<file path="config.mk">
export PLATFORM = sky130hd
export DESIGN_NAME = ten_gig_tx_arbiter
export DESIGN_NICKNAME = d
export VERILOG_FILES = /design/src/rtl/ten_gig_pkg.sv /design/src/rtl/rr_arb2.sv /design/src/rtl/ten_gig_tx_arbiter.sv
export SDC_FILE = /design/constraint.sdc
export NUM_CORES = 1
export LEC_CHECK = 0
export ABC_CLOCK_PERIOD_IN_PS = 2600
export BUFFER_PORTS_ARGS = -buffer_cell sky130_fd_sc_hd__buf_2
export CORE_AREA = 3 3 140 142
export CTS_CLUSTER_DIAMETER = 40
export CTS_CLUSTER_SIZE = 30
export DETAILED_ROUTE_END_ITERATION = 8
export DIE_AREA = 0 0 143 145
export HOLD_SLACK_MARGIN = 0.03
export PLACE_DENSITY_LB_ADDON = 0.08
export SLEW_MARGIN = 10
export SYNTH_ARGS = -nofsm -noshare
export SYNTH_HDL_FRONTEND = slang
export SYNTH_SLANG_ARGS = --single-unit
</file>
<file path="constraint.sdc">
create_clock -name i_clk -period 2.6 [get_ports i_clk]
set_input_delay 0.52 -clock i_clk [delete_from_list [all_inputs] [get_ports i_clk]]
set_output_delay 0.52 -clock i_clk [all_outputs]
set_load 0.005 [all_outputs]
</file>
<file path="src/rtl/ten_gig_pkg.sv">
// Shared definitions for the 10G transmit arbiter: AXI-Stream widths,
// arbiter state encoding and a small source-index helper.
package ten_gig_pkg;

    localparam int DATA_W = 64;
    localparam int USER_W = 32;
    localparam int KEEP_W = 8;

    typedef enum logic [1:0] {
        ST_IDLE = 2'd0,
        ST_BUSY = 2'd1,
        ST_GAP  = 2'd2
    } state_t;

    // One-hot grant vector for a source index (0 -> 01, 1 -> 10).
    function automatic logic [1:0] src_onehot(input logic idx);
        return idx ? 2'b10 : 2'b01;
    endfunction

endpackage

</file>
<file path="src/rtl/rr_arb2.sv">
// Combinational two-way round-robin picker. A lone requester always wins;
// when both request, the pointer selects the winner.
module rr_arb2
    import ten_gig_pkg::*;
(
    input  logic [1:0] req,
    input  logic       rr_ptr,
    output logic [1:0] grant
);

    // Pick one requester, using the pointer only to break a tie.
    always_comb begin
        grant = 2'b00;
        case (req)
            2'b01:   grant = 2'b01;
            2'b10:   grant = 2'b10;
            2'b11:   grant = src_onehot(rr_ptr);
            default: grant = 2'b00;
        endcase
    end

endmodule

</file>
<file path="src/rtl/ten_gig_tx_arbiter.sv">
// Packet-granular round-robin arbiter sharing the 10G MAC transmit
// AXI-Stream port between two sources. Grants are issued only while the
// link is up, held for a whole packet, and followed by an idle gap.
module ten_gig_tx_arbiter
    import ten_gig_pkg::*;
#(
    parameter int P_IFG_CYCLES = 2,
    parameter int P_CNT_WIDTH  = 16
) (
    input  logic                   i_clk,
    input  logic                   i_rst_n,
    input  logic                   i_link_up,

    input  logic [DATA_W-1:0]      s0_axis_tdata,
    input  logic [USER_W-1:0]      s0_axis_tuser,
    input  logic [KEEP_W-1:0]      s0_axis_tkeep,
    input  logic                   s0_axis_tlast,
    input  logic                   s0_axis_tvalid,
    output logic                   s0_axis_tready,

    input  logic [DATA_W-1:0]      s1_axis_tdata,
    input  logic [USER_W-1:0]      s1_axis_tuser,
    input  logic [KEEP_W-1:0]      s1_axis_tkeep,
    input  logic                   s1_axis_tlast,
    input  logic                   s1_axis_tvalid,
    output logic                   s1_axis_tready,

    output logic [DATA_W-1:0]      m_axis_tdata,
    output logic [USER_W-1:0]      m_axis_tuser,
    output logic [KEEP_W-1:0]      m_axis_tkeep,
    output logic                   m_axis_tlast,
    output logic                   m_axis_tvalid,
    input  logic                   m_axis_tready,

    output logic [1:0]             o_grant,
    output logic                   o_busy,
    output logic [P_CNT_WIDTH-1:0] o_pkt_cnt0,
    output logic [P_CNT_WIDTH-1:0] o_pkt_cnt1
);

    localparam int             LP_GAP_W    = 16;
    localparam logic [15:0]    LP_GAP_LAST = 16'(P_IFG_CYCLES - 1);
    localparam bit             LP_HAS_GAP  = (P_IFG_CYCLES > 0);

    state_t                 state_r;
    state_t                 state_s;
    logic [1:0]             grant_r;
    logic                   rr_ptr_r;
    logic [LP_GAP_W-1:0]    gap_cnt_r;
    logic [P_CNT_WIDTH-1:0] cnt0_r;
    logic [P_CNT_WIDTH-1:0] cnt1_r;

    logic [1:0]             req_s;
    logic [1:0]             pick_s;
    logic                   start_s;
    logic                   last_fire_s;
    logic                   gap_done_s;

    // Granted-source view of the stream, used for end-of-packet detection.
    logic                   sel_valid_s;
    logic                   sel_last_s;

    assign req_s       = {s1_axis_tvalid, s0_axis_tvalid};
    assign start_s     = (state_r == ST_IDLE) && i_link_up && (req_s != 2'b00);
    assign sel_valid_s = grant_r[1] ? s1_axis_tvalid : s0_axis_tvalid;
    assign sel_last_s  = grant_r[1] ? s1_axis_tlast  : s0_axis_tlast;
    assign last_fire_s = (state_r == ST_BUSY) && sel_valid_s && m_axis_tready && sel_last_s;
    assign gap_done_s  = (gap_cnt_r == LP_GAP_LAST);

    rr_arb2 u_rr_arb2 (
        .req    (req_s),
        .rr_ptr (rr_ptr_r),
        .grant  (pick_s)
    );

    // State register.
    always_ff @(posedge i_clk or negedge i_rst_n) begin
        if (!i_rst_n) begin
            state_r <= ST_IDLE;
        end else begin
            state_r <= state_s;
        end
    end

    // Next-state decode: grant in IDLE, hold for a packet, then idle gap.
    always_comb begin
        state_s = state_r;
        case (state_r)
            ST_IDLE: begin
                if (start_s) begin
                    state_s = ST_BUSY;
                end else begin
                    state_s = ST_IDLE;
                end
            end
            ST_BUSY: begin
                if (last_fire_s) begin
                    state_s = LP_HAS_GAP ? ST_GAP : ST_IDLE;
                end else begin
                    state_s = ST_BUSY;
                end
            end
            ST_GAP: begin
                if (gap_done_s) begin
                    state_s = ST_IDLE;
                end else begin
                    state_s = ST_GAP;
                end
            end
            default: state_s = ST_IDLE;
        endcase
    end

    // Output decode: zero-latency mux from the owning source while BUSY.
    always_comb begin
        m_axis_tdata   = {DATA_W{1'b0}};
        m_axis_tuser   = {USER_W{1'b0}};
        m_axis_tkeep   = {KEEP_W{1'b0}};
        m_axis_tlast   = 1'b0;
        m_axis_tvalid  = 1'b0;
        s0_axis_tready = 1'b0;
        s1_axis_tready = 1'b0;
        if (state_r == ST_BUSY) begin
            case (grant_r)
                2'b01: begin
                    m_axis_tdata   = s0_axis_tdata;
                    m_axis_tuser   = s0_axis_tuser;
                    m_axis_tkeep   = s0_axis_tkeep;
                    m_axis_tlast   = s0_axis_tlast;
                    m_axis_tvalid  = s0_axis_tvalid;
                    s0_axis_tready = m_axis_tready;
                end
                2'b10: begin
                    m_axis_tdata   = s1_axis_tdata;
                    m_axis_tuser   = s1_axis_tuser;
                    m_axis_tkeep   = s1_axis_tkeep;
                    m_axis_tlast   = s1_axis_tlast;
                    m_axis_tvalid  = s1_axis_tvalid;
                    s1_axis_tready = m_axis_tready;
                end
                default: begin
                    m_axis_tvalid  = 1'b0;
                end
            endcase
        end else begin
            m_axis_tvalid = 1'b0;
        end
    end

    // Owner register: latch the pick on a new grant, release on the last beat.
    always_ff @(posedge i_clk or negedge i_rst_n) begin
        if (!i_rst_n) begin
            grant_r <= 2'b00;
        end else if (start_s) begin
            grant_r <= pick_s;
        end else if (last_fire_s) begin
            grant_r <= 2'b00;
        end else begin
            grant_r <= grant_r;
        end
    end

    // Round-robin pointer: after a packet, favour the other source.
    always_ff @(posedge i_clk or negedge i_rst_n) begin
        if (!i_rst_n) begin
            rr_ptr_r <= 1'b0;
        end else if (last_fire_s) begin
            rr_ptr_r <= ~grant_r[1];
        end else begin
            rr_ptr_r <= rr_ptr_r;
        end
    end

    // Inter-packet gap counter, active only in the GAP state.
    always_ff @(posedge i_clk or negedge i_rst_n) begin
        if (!i_rst_n) begin
            gap_cnt_r <= {LP_GAP_W{1'b0}};
        end else if ((state_r == ST_GAP) && !gap_done_s) begin
            gap_cnt_r <= gap_cnt_r + 16'd1;
        end else begin
            gap_cnt_r <= {LP_GAP_W{1'b0}};
        end
    end

    // Per-source forwarded-packet counters; free-running, wrap at all-ones.
    always_ff @(posedge i_clk or negedge i_rst_n) begin
        if (!i_rst_n) begin
            cnt0_r <= {P_CNT_WIDTH{1'b0}};
            cnt1_r <= {P_CNT_WIDTH{1'b0}};
        end else if (last_fire_s) begin
            if (grant_r[1]) begin
                cnt1_r <= cnt1_r + P_CNT_WIDTH'(1);
            end else begin
                cnt0_r <= cnt0_r + P_CNT_WIDTH'(1);
            end
        end else begin
            cnt0_r <= cnt0_r;
            cnt1_r <= cnt1_r;
        end
    end

    assign o_grant    = grant_r;
    assign o_busy     = (state_r == ST_BUSY);
    assign o_pkt_cnt0 = cnt0_r;
    assign o_pkt_cnt1 = cnt1_r;

endmodule

</file>
After elaboration in Yosys (flattened, before gate mapping)
Cells that the tools add are included.

Equality and inequality tests: 8. Mux-type cells: 25. Reductions and logical operators: 12. Bitwise gates (word level): 1. Add/sub/neg operators: 3.

Operators with widths (number): 64-bit one-hot mux with 2 select lines (1); 64-bit two-way mux (1); 32-bit one-hot mux with 2 select lines (1); 16-bit by 1-bit adder with 16-bit output, second input constant (3); 32-bit two-way mux (1); 16-bit by 1-bit equality test with 1-bit output, second input constant (1); 16-bit two-way mux (1); 8-bit one-hot mux with 2 select lines (1); 2-bit one-hot mux with 3 select lines (2); 2-bit two-way mux (5); 1-bit two-way mux (9); 2-bit equality test, second input constant (4); 8-bit two-way mux (1); 2-bit by 1-bit equality test with 1-bit output, second input constant (3); 1-bit logical AND (6); 1-bit one-hot mux with 2 select lines (2); 2-bit AND reduction (2); 2-bit nonzero test (2); 2-bit zero test (1); 1-bit zero test (1); 1-bit inverter (1).

Bits in registers: 53. Input port bits: 216. Output and inout bits: 143.

Longest topological paths before layout
Gate-level depths: netlist (run 1).

Depth in word-level cells: 6. Mapped depth: 7.

By module
From an unflattened synthesis (run 1), not the netlist that was laid out.

Cells, all modules: 485. Area, all modules: 3923.8 µm².

By module, submodules not included: ten_gig_tx_arbiter (area an instance 3905.0 µm², cells each 482, instances 1); rr_arb2 (area an instance 18.8 µm², cells each 3, instances 1).

Worst setup path after synthesis (run 1)
OpenSTA, ideal clock, no wires.

Kind: reg2out. From: register grant_r[1], in the netlist o_grant[1]. To: output m_axis_tdata[23]. Slack: 0.460 ns. Stages on the path, launching flop included: 7. Arrival: 1.620 ns. Cell sequence: dfrtp_1 ha_1 nand2b_1 clkbuf_1 clkbuf_1 buf_1 nor2_1.

Longest elaborated chain between the ends: 3. Elaborated cells between the ends (all ways): 4.

RTL lines: start, declared (line ten_gig_tx_arbiter.sv:47) `logic [1:0] grant_r;`; start signal, assigned (line ten_gig_tx_arbiter.sv:155) `grant_r <= pick_s;`; start signal, assigned (line ten_gig_tx_arbiter.sv:159) `grant_r <= grant_r;`; 2-bit equality test or 2-bit by 1-bit equality test with 1-bit output (tied branches) (line ten_gig_tx_arbiter.sv:124) `case (grant_r)`; 64-bit one-hot mux with 2 select lines * (line ten_gig_tx_arbiter.sv:124); 64-bit two-way mux * (line ten_gig_tx_arbiter.sv:123) `if (state_r == ST_BUSY) begin`; end, declared (line ten_gig_tx_arbiter.sv:28) `output logic [DATA_W-1:0] m_axis_tdata,`.

Every way passes the cells marked *; elsewhere a longest branch is shown, timed or not.

Worst setup path in the final report (run 1)
From: register grant_r[0], in the netlist o_grant[0]. To: output m_axis_tuser[7].

Longest elaborated chain between the ends: 3. Elaborated cells between the ends (all ways): 4.

RTL lines: 2-bit equality test or 2-bit by 1-bit equality test with 1-bit output (tied branches) (line ten_gig_tx_arbiter.sv:124); 32-bit one-hot mux with 2 select lines * (line ten_gig_tx_arbiter.sv:124); 32-bit two-way mux * (line ten_gig_tx_arbiter.sv:123); end, declared (line ten_gig_tx_arbiter.sv:29) `output logic [USER_W-1:0] m_axis_tuser,`.

Marked as above.

==> results of run 1 <==
## state kept, by name (all words and copies together), names as in the netlist
register    count
rr_ptr_r        1
o_pkt_cnt1     16
o_pkt_cnt0     16
o_grant         2
state_r         2
gap_cnt_r      16
## metal layers
layer / vias to the layer above / GRT usage / share of wire
li1: 2399 / - / -
met1: 2400 / 0.2304 / 0.39
met2: 233 / 0.2937 / 0.45
met3: 44 / 0.1028 / 0.14
met4: 34 / 0.02614 / 0.012
met5: - / 0 / 0.011
## stage by stage
stage / utilization / std cells / total power, W / cell area (sq um) / worst slack, ps
final: 0.3293 / 1058 / 0.004720 / 6118 / 198.9
after global routing: 0.3289 / 1055 / 0.005132 / 6111 / 80.29
after CTS: 0.3285 / 1052 / 0.004798 / 6103 / 166.2
after detailed placement: 0.3210 / 1044 / 0.004140 / 5964 / 486.0
after global placement: 0.3210 / 1044 / 0.004115 / 5964 / 511.7
after floorplan: - / 480 / 0.002683 / 3835 / 460.3
## area by class of cell
| cell class | instances | area, sq um | share of cell area |
|---|---|---|---|
| Antenna cell | 6 | 15.01 | 0.002454 |
| Clock buffer | 6 | 128.9 | 0.02106 |
| Clock inverter | 2 | 10.01 | 0.001636 |
| Inverter | 11 | 41.29 | 0.006748 |
| Multi-Input combinational cell | 378 | 2350 | 0.3840 |
| Sequential cell | 53 | 1326 | 0.2168 |
| Tap cell | 234 | 292.8 | 0.04785 |
| Timing Repair Buffer | 368 | 1954 | 0.3194 |
## synthesized netlist by cell type
master / instances / area [sq um]
and3_1: 2 / 12.51
nor4_4: 1 / 21.27
nand2_1: 18 / 67.56
nand3_1: 15 / 75.07
nor3_1: 6 / 30.03
xor2_1: 17 / 148.9
nor2b_1: 2 / 12.51
dfrtp_1: 53 / 1326
a22oi_1: 106 / 795.8
and4_1: 4 / 35.03
o211ai_1: 1 / 7.510
nor4_2: 1 / 12.51
nor4b_1: 1 / 8.760
xnor2_1: 27 / 236.5
inv_1: 11 / 41.29
nor2_1: 131 / 491.7
nand2b_1: 1 / 6.260
buf_6: 1 / 11.26
ha_1: 6 / 75.07
or3_1: 2 / 12.51
and2_1: 1 / 6.260
nand3b_1: 2 / 15.01
nor4_1: 9 / 56.30
nand3b_4: 1 / 20.02
or4_4: 1 / 11.26
clkbuf_1: 33 / 123.9
nand4_1: 16 / 100.1
o21ai_0: 2 / 10.01
a21o_1: 2 / 15.01
buf_1: 4 / 15.01
mux2_2: 3 / 33.78
## worst register-to-register path, stage by stage (launching register included)
cell,delay (ps)
dfrtp_1,450
inv_1,90
ha_1,140
nor4b_1,320
nand4_1,180
nand3b_1,550
nor2_1,130
## cells in the final DEF (no fill, tap or decap), types with 2 or more instances in the layout
master and instances:
xnor2_1 27, or3_1 2, nand2_1 18, nand3_1 15
nand4_1 16, ha_4 2, nor2b_1 2, nor2_1 131
xor2_1 17, a21o_1 2, buf_12 7, nand3b_1 2
clkinv_2 2, diode_2 6, buf_2 358, clkbuf_16 5
buf_4 3, ha_1 4, nor3_1 6, and3_1 2
mux2_2 3, o21ai_0 2, inv_1 11, and4_1 4
nor4_1 9, a22oi_1 106, dfrtp_1 53
## cells by family (layout without fill, tap and decap cells)
family / count (synthesis) / count (layout)
buffers and inverters: 49 / 387
multiplexers: 3 / 3
adder cells (fa/ha/maj): 6 / 6
AND/OR/NAND/NOR: 214 / 214
flip-flops: 53 / 53
AO/OA/AOI/OAI: 111 / 111
other: 0 / 6
XOR/XNOR: 44 / 44
## power by group
group          switching, W  internal (W)  total [W]  leakage, nW
Combinational       0.00180       0.00127    0.00307         2.45
Sequential         0.000108      0.000903    0.00101        0.715
Clock              0.000283      0.000354   0.000638       0.0707
Total               0.00219       0.00253    0.00472         3.24
## how the worst max path moves through the flow
stage	start	endpoint
after floorplan	o_grant[1]	m_axis_tdata[23]
after global placement	o_grant[0]	m_axis_tdata[7]
after detailed placement	o_grant[0]	m_axis_tuser[6]
after CTS	o_grant[0]	m_axis_tuser[6]
after global routing	o_grant[0]	m_axis_tuser[9]
final	o_grant[0]	m_axis_tuser[7]
==> results.json, run 1 <==
{
  "outcome": "finished clean",
  "power.leakage_nw": 3.238,
  "drive_gt1_frac": 0.4707,
  "numCtsBuffers": 5,
  "grt_pass1_vias": 4883,
  "antenna_found_initial": 27,
  "wirelength_um": 20910,
  "grt_remaining_overflow": 0,
  "die_area_sq_mm": 0.02074,
  "syn-cell-area_sq_mm": 0.003835,
  "synth.distinct_cells": 31,
  "fin_skew_ps": 5.195,
  "yosys.area_share.simple": 0.2594,
  "cts.hold.buffers_added": 0,
  "clk_pin_slew_worst_paths_ps": 70,
  "timing.fmax_mhz": 416.5,
  "reg2reg_from": "gap_cnt_r[1]",
  "worst_slew_pin_slew_ps": 697.7,
  "syn_to_final_growth_pct": 59.54,
  "synth_top_family_by_area": "simple AND/OR/NAND/NOR gates",
  "rsz0062_at_grt": "no",
  "port_buffers": 358,
  "ys_ff_latch": 53,
  "maxSlewViolCount": 0,
  "cts_sinks": 53,
  "crit_fanout": 51,
  "synth_fa_ha_area_frac": 0.01958,
  "post-route-min-period_ps": 2401,
  "cts_resized": 0,
  "hold_viol": 0,
  "whs_ps": 216.7,
  "critPathTopFamily": "flip-flops",
  "fillers": 2116,
  "tritoncts": "done",
  "max_cap_viol_count": 0,
  "cpPeakStageDelay_ps": 480,
  "dp_hpwl_um": 17270,
  "ff2ff_setup_slack_ps": 600,
  "drc": 0,
  "clk_root_buffer_cell": "clkbuf_16",
  "peakVddDrop_mv": 0.3531,
  "coreArea_sq_mm": 0.01858,
  "path_class": "register to output pin",
  "arrival_ps": 1880,
  "ys_warn_count": 0,
  "die_x_um": 143,
  "clock_latency_ps": 280,
  "ant_nets": 0,
  "grt_pass1_wl_um": 29910,
  "yosys-mux-area-fraction": 0.008809,
  "crit_path_end_kind": "output pin",
  "ctsLongestPathBuffers": 2,
  "post_cts_buffers": 0,
  "syn_avg_cell_area_sq_um": 7.989,
  "routed_via_density": 4.830,
  "slew_headroom": 0.5334,
  "synth_compound_gate_area_share": 0.2160,
  "worst-path-stages": 6,
  "grtUsageTotal": 0.1869,
  "start_util": 0.2064,
  "cp.required_ps": 2080,
  "hold_path_class": "input pin to asynchronous set/reset pin",
  "path_cells": "inv_1 -> ha_4 -> nand2b_4 -> buf_12 -> nor2_1 -> buf_2",
  "syn-num-nets": 702,
  "reg2reg_depth": 6,
  "grt_start_max_net_pins": 64,
  "syn_inst": 480,
  "critical_path_buf_inv_count": 3,
  "worstSetupStartpointType": "register",
  "htreeDepth": 2,
  "slowest_stage": "dfrtp_1",
  "synth-xor-area-share": 0.1005,
  "r2r-end": "gap_cnt_r[6]",
  "nets": 1039,
  "wl_per_cell_um": 19.76,
  "pin_count": 359,
  "setup_viol": 0,
  "gp_congestion": 0.9461,
  "firstDrtPassIters": 5,
  "drtIter0Drc": 232,
  "fin_crit_sh": 0.9235,
  "powerDensity_mw_per_mm2": 771.5,
  "setup_tns_ps": 0,
  "die_h_um": 145,
  "rows": 50,
  "dr_total_vias": 5110,
  "yosysSeqAreaShare": 0.3458
}
Note: power is estimated with default switching activity, not from simulation.
==> run 2: changes to the inputs <==
--- a/config.mk
+++ b/config.mk
@@ -18,3 +18,4 @@
 export SYNTH_ARGS = -nofsm -noshare
 export SYNTH_HDL_FRONTEND = slang
 export SYNTH_SLANG_ARGS = --single-unit
+export TNS_END_PERCENT = 30
==> constraint.sdc (replaced) <==
create_clock -name i_clk -period 2.6 [get_ports i_clk]
set_input_delay 0.13 -clock i_clk [delete_from_list [all_inputs] [get_ports i_clk]]
set_output_delay 0.13 -clock i_clk [all_outputs]
set_load 0.005 [all_outputs]
==> run 2 against run 1 <==
  * Non-clock buffer count is 3 higher
  * Critical path depth unchanged
  * Global-route usage increased by 0.71 points
  * Sequential cell count stayed put
  * Final cell count grew 0.28%
  * Via count is 0.25% lower
  * Worst hold slack lost 27 ps
  * Clock power grew 22%
  * First-iteration DRC count rose by 1.7%
  * Combinational power is 1% lower
  * Maximum frequency increased by 6.2%
  * Sequential share of layout area about the same
  * Highest routed layer unchanged
==> results.json, run 2 (synthesis results as in run 1) <==
{
  "pin_count": 359,
  "firstDrtPassIters": 4,
  "powerDensity_mw_per_mm2": 787.1,
  "rows": 50,
  "arrival_ps": 2130,
  "route.met2.wl_um": 9686,
  "peakVddDrop_mv": 0.3269,
  "drc": 0,
  "crit_path_end_kind": "output pin",
  "hold_start": "s1_axis_tvalid",
  "nets": 1042,
  "ctsLongestPathBuffers": 2,
  "crit_fanout": 43,
  "max_cap_viol_count": 0,
  "placed_area_sq_mm": 0.005929,
  "r2r-end": "o_pkt_cnt1[13]",
  "ff2ff_setup_slack_ps": 660,
  "port_buffers": 358,
  "power.leakage_nw": 3.248,
  "fillers": 2095,
  "worstSetupStartpointType": "register",
  "min_to": "o_grant[1]",
  "post-route-min-period_ps": 2262,
  "hold_viol": 0,
  "highest_layer": "met5",
  "grt_pass1_wl_um": 31140,
  "routed_via_density": 4.804,
  "outcome": "finished clean",
  "path_class": "register to output pin",
  "clk_root_buffer_cell": "clkbuf_16",
  "slowest_stage": "dfrtp_1",
  "grt_remaining_overflow": 0,
  "slew_headroom": 0.4784,
  "path_cells": "inv_1 -> ha_4 -> buf_4 -> a22oi_1 -> nor2_1 -> buf_2",
  "cts_resized": 0,
  "reg2reg_from": "o_grant[1]",
  "cp.required_ps": 2470,
  "clock_latency_ps": 290,
  "worst_slew_pin_slew_ps": 775.3,
  "fin_skew_ps": 7.108,
  "maxSlewViolCount": 0,
  "cts_sinks": 53,
  "cpPeakStageDelay_ps": 490,
  "dr_total_vias": 5097,
  "met3_length_um": 2731,
  "numCtsBuffers": 5,
  "ant_nets": 0,
  "setup_tns_ps": 0,
  "mostFrequentLayoutCell": "buf_2",
  "die_x_um": 143,
  "wirelength_um": 21380,
  "antenna_found_initial": 23,
  "timing.fmax_mhz": 442.2,
  "hold_path_class": "input pin to register",
  "layout_common_cells": "buf_2, nor2_1, a22oi_1",
  "coreArea_sq_mm": 0.01858,
  "gp_congestion": 0.8993,
  "die_h_um": 145,
  "grt_start_max_net_pins": 53,
  "rsz0062_at_grt": "no",
  "htreeDepth": 2,
  "setup_viol": 0,
  "grtUsageTotal": 0.1940,
  "tritoncts": "done",
  "drive_gt1_frac": 0.4714,
  "start_util": 0.2064,
  "dp_hpwl_um": 17680,
  "reg2reg_depth": 4,
  "wl_met1_um": 8547,
  "design_area_sq_mm": 0.006127,
  "syn_to_final_growth_pct": 59.77,
  "grt_pass1_vias": 5108,
  "die_area_sq_mm": 0.02074,
  "worstHoldPathCells": 3,
  "clk_pin_slew_worst_paths_ps": 70,
  "wl_per_cell_um": 20.15,
  "drtIter0Drc": 236,
  "fin_crit_sh": 0.8699
}
## run 2: cell count changes in the layout (fill, tap and decap cells not counted)
cell and delta:
buf_12 -4, buf_4 +6, bufinv_16 +1, clkbuf_8 +1, clkinv_2 -2, dlygate4sd3_1 +1
## run 2: worst max path at each step
stage | startpoint | end | slack [ps] | cells after the start
floorplan | o_grant[1] | m_axis_tdata[23] | 850 | 6
global placement | o_grant[1] | m_axis_tuser[22] | 620 | 6
detailed placement | o_grant[1] | m_axis_tuser[6] | 600 | 6
CTS | o_grant[1] | m_axis_tuser[6] | 280 | 6
global route | o_grant[1] | m_axis_tdata[37] | 130 | 6
finish | o_grant[1] | m_axis_tdata[37] | 340 | 6
## run 2: worst max-delay path: cells and delay by family, from the launching register on
kind	cells	cell delay, ps
compound gates	1	90
flops	1	490
fa+ha+maj	1	480
simple gates	1	140
buf+inv	3	600
## run 2: repair_timing
item | 4_1_cts | 5_1_grt
hold buffers | 1 | 0
setup buffers | 0 | 0
hold endpoints to repair | 8 | 0
## run 2: final cells by class
cell class / instances / area [sq um] / share of cell area
flip-flops and latches: 53 / 1326 / 0.2165
well taps: 234 / 292.8 / 0.04778
inverters: 11 / 41.29 / 0.006739
diodes: 6 / 15.01 / 0.002450
multi-input cells: 378 / 2350 / 0.3835
clock inverters: 1 / 30.03 / 0.004901
repair buffers: 371 / 1929 / 0.3149
clock buffers: 7 / 142.6 / 0.02328
## run 2: per-stage QoR
stage / instances / power, W / util / setup slack, ps / hold WS [ps]
4_1_cts: 1055 / 0.004913 / 0.3290 / 275.9 / 182.7
5_1_grt: 1058 / 0.005252 / 0.3294 / 131.1 / 216.8
2_1_floorplan: 480 / 0.002683 / - / 850.3 / -165.6
6_report: 1061 / 0.004823 / 0.3298 / 338.3 / 189.2
3_3_place_gp: 1046 / 0.004074 / 0.3191 / 621.9 / 5.819
3_5_place_dp: 1046 / 0.004111 / 0.3191 / 595.2 / 9.902
## run 2: metal layers
layer  vias to the layer above  track usage
met3                        37      0.09723
met4                        22      0.03327
met2                       229       0.3047
met5                         -            0
li1                       2411            -
met1                      2398       0.2427
## run 2: power breakdown
group	internal [W]	leakage (nW)	switching [W]
Sequential	0.000903	0.715	0.000115
Combinational	0.00123	2.45	0.00179
Clock	0.000482	0.0842	0.000297
==> run 3: changes to the inputs <==
==> constraint.sdc (replaced) <==
create_clock -name i_clk -period 2.6 [get_ports i_clk]
set_input_delay 0.39 -clock i_clk [delete_from_list [all_inputs] [get_ports i_clk]]
set_output_delay 0.39 -clock i_clk [all_outputs]
set_load 0.005 [all_outputs]
==> run 3 against run 2 <==
  * Maximum frequency fell by 4.3%
  * Via count rose by 0.43%
  * Final area is 0.25% lower
  * Clock skew fell by 4.7 ps
  * Clock power decreased by 16%
  * Critical path type unchanged
  * Worst hold slack gained 41 ps
  * Utilization shrank 0.081 points
  * Combinational power rose by 3%
  * Total power is 0.66% lower
  * Sequential share of layout area is 0.053 points higher
  * Highest routed layer unchanged
  * Sequential cell count unchanged
==> results.json, run 3 (synthesis results as in run 1) <==
{
  "gp_congestion": 0.9050,
  "reg2reg_from": "o_grant[1]",
  "arrival_ps": 1970,
  "hold_path_class": "input pin to asynchronous set/reset pin",
  "rows": 50,
  "slew_headroom": 0.4525,
  "worstSetupStartpointType": "register",
  "dr_total_vias": 5119,
  "antenna_found_initial": 24,
  "post-route-min-period_ps": 2364,
  "powerDensity_mw_per_mm2": 783.8,
  "worstSetupStartpoint": "o_grant[0]",
  "multi_input_comb_area_sq_mm": 0.002350,
  "crit_fanout": 51,
  "maxSlewViolCount": 0,
  "dp.cells": 1044,
  "setup_viol": 0,
  "grt_pass1_vias": 4854,
  "cpPeakStageDelay_ps": 420,
  "clk_pin_slew_worst_paths_ps": 70,
  "routed_via_density": 4.834,
  "worst_slew_pin_slew_ps": 813.8,
  "power.internal_w": 0.002550,
  "regArea_sq_mm": 0.001326,
  "setup_tns_ps": 0,
  "coreArea_sq_mm": 0.01858,
  "die_h_um": 145,
  "crit_path_end_kind": "output pin",
  "ctsLongestPathBuffers": 2,
  "rsz0062_at_grt": "no",
  "die_area_sq_mm": 0.02074,
  "swShare": 0.4677,
  "final_util": 0.3290,
  "nets": 1041,
  "firstDrtPassIters": 5,
  "port_buffers": 358,
  "grt_remaining_overflow": 0,
  "timing.fmax_mhz": 422.9,
  "path_cells": "inv_1 -> ha_4 -> nand2b_4 -> buf_12 -> nor2_1 -> buf_2",
  "start_util": 0.2064,
  "power.total_w": 0.004791,
  "numCtsBuffers": 5,
  "htreeDepth": 2,
  "ant_nets": 0,
  "outcome": "finished clean",
  "power.leakage_nw": 3.240,
  "clockPowerShare": 0.137,
  "peakVddDrop_mv": 0.3092,
  "grtUsageTotal": 0.1906,
  "dp_hpwl_um": 17660,
  "drc": 0,
  "die_x_um": 143,
  "fin_crit_sh": 0.9094,
  "wl_per_cell_um": 20.40,
  "pin_count": 359,
  "cp.required_ps": 2210,
  "p_switching_w": 0.002240,
  "wirelength_um": 21600,
  "cts_resized": 0,
  "mostFrequentLayoutCell": "buf_2",
  "cts.hold.buffers_added": 0,
  "slowest_stage": "dfrtp_1",
  "grt_pass1_wl_um": 30400,
  "drive_gt1_frac": 0.4732,
  "fillers": 2054,
  "clk_root_buffer_cell": "clkbuf_16",
  "max_cap_viol_count": 0,
  "drtIter0Drc": 200,
  "syn_to_final_growth_pct": 59.38,
  "instances_no_fill": 1059,
  "power_frac_seq": 0.210,
  "pwr-share-comb": 0.653,
  "cts_sinks": 53,
  "tritoncts": "done",
  "layout_common_cells": "buf_2, nor2_1, a22oi_1",
  "hold_viol": 0,
  "fin_skew_ps": 2.378,
  "path_class": "register to output pin",
  "grt_start_max_net_pins": 54,
  "clock_latency_ps": 290
}
run 3: per-stage QoR:
stage          setup WS (ps)  hold WS (ps)  area, sq um
2_1_floorplan          590.3         94.41         3835
3_3_place_gp           499.3         460.1         5927
3_5_place_dp           445.9         468.7         5927
4_1_cts                118.7         252.9         6070
5_1_grt                122.6         317.7         6112
6_report               235.6         230.3         6112
run 3: critical path: cells and delay by family (launching register included):
family	cells	cell delay, ps
buffers and inverters	3	520
flip-flops	1	420
adder cells (fa/ha/maj)	1	240
AND/OR/NAND/NOR	2	490
run 3: timing repair:
item / in CTS / in global routing
setup endpoints to repair: 0 / 2
hold endpoints to repair: 0 / 0
buffers inserted: 0 / 2
run 3: layer usage:
metal	global-route usage	vias up	wire, um
met3	0.1068	47	2816
met1	0.2326	2397	8483
met5	0	-	210
met4	0.03375	34	303
li1	-	2403	-
met2	0.2972	238	9788
run 3: power groups by stage:
stage	combinational, W	clock [W]	sequential, W
after floorplan	0.00168	0	0.00100
after global placement	0.00309	0	0.00102
after detailed placement	0.00311	0	0.00103
after CTS	0.00311	0.000681	0.00101
after global routing	0.00345	0.000715	0.00103
final	0.00313	0.000656	0.00101
run 3: path summary, 6_finish.rpt:
| check | slack (ps) | end | depth (start not counted) |
|---|---|---|---|
| max in group asynchronous | 1930 | gap_cnt_r[7] | 2 |
| max | 240 | m_axis_tdata[7] | 6 |
| min | 230 | o_pkt_cnt0[7] | 2 |
| max reg2reg | 660 | o_pkt_cnt1[13] | 4 |
| min in group i_clk | 460 | o_grant[1] | 3 |
| min reg2reg | 470 | o_pkt_cnt0[15] | 1 |
run 3: area by class of cell:
cell class | instances | share of cell area
clock buffer | 5 | 0.02047
multi-input combinational | 378 | 0.3844
tap | 234 | 0.04790
clock inverter | 3 | 0.002866
timing repair buffer | 370 | 0.3185
sequential | 53 | 0.2170
inverter | 11 | 0.006755
antenna | 5 | 0.002047
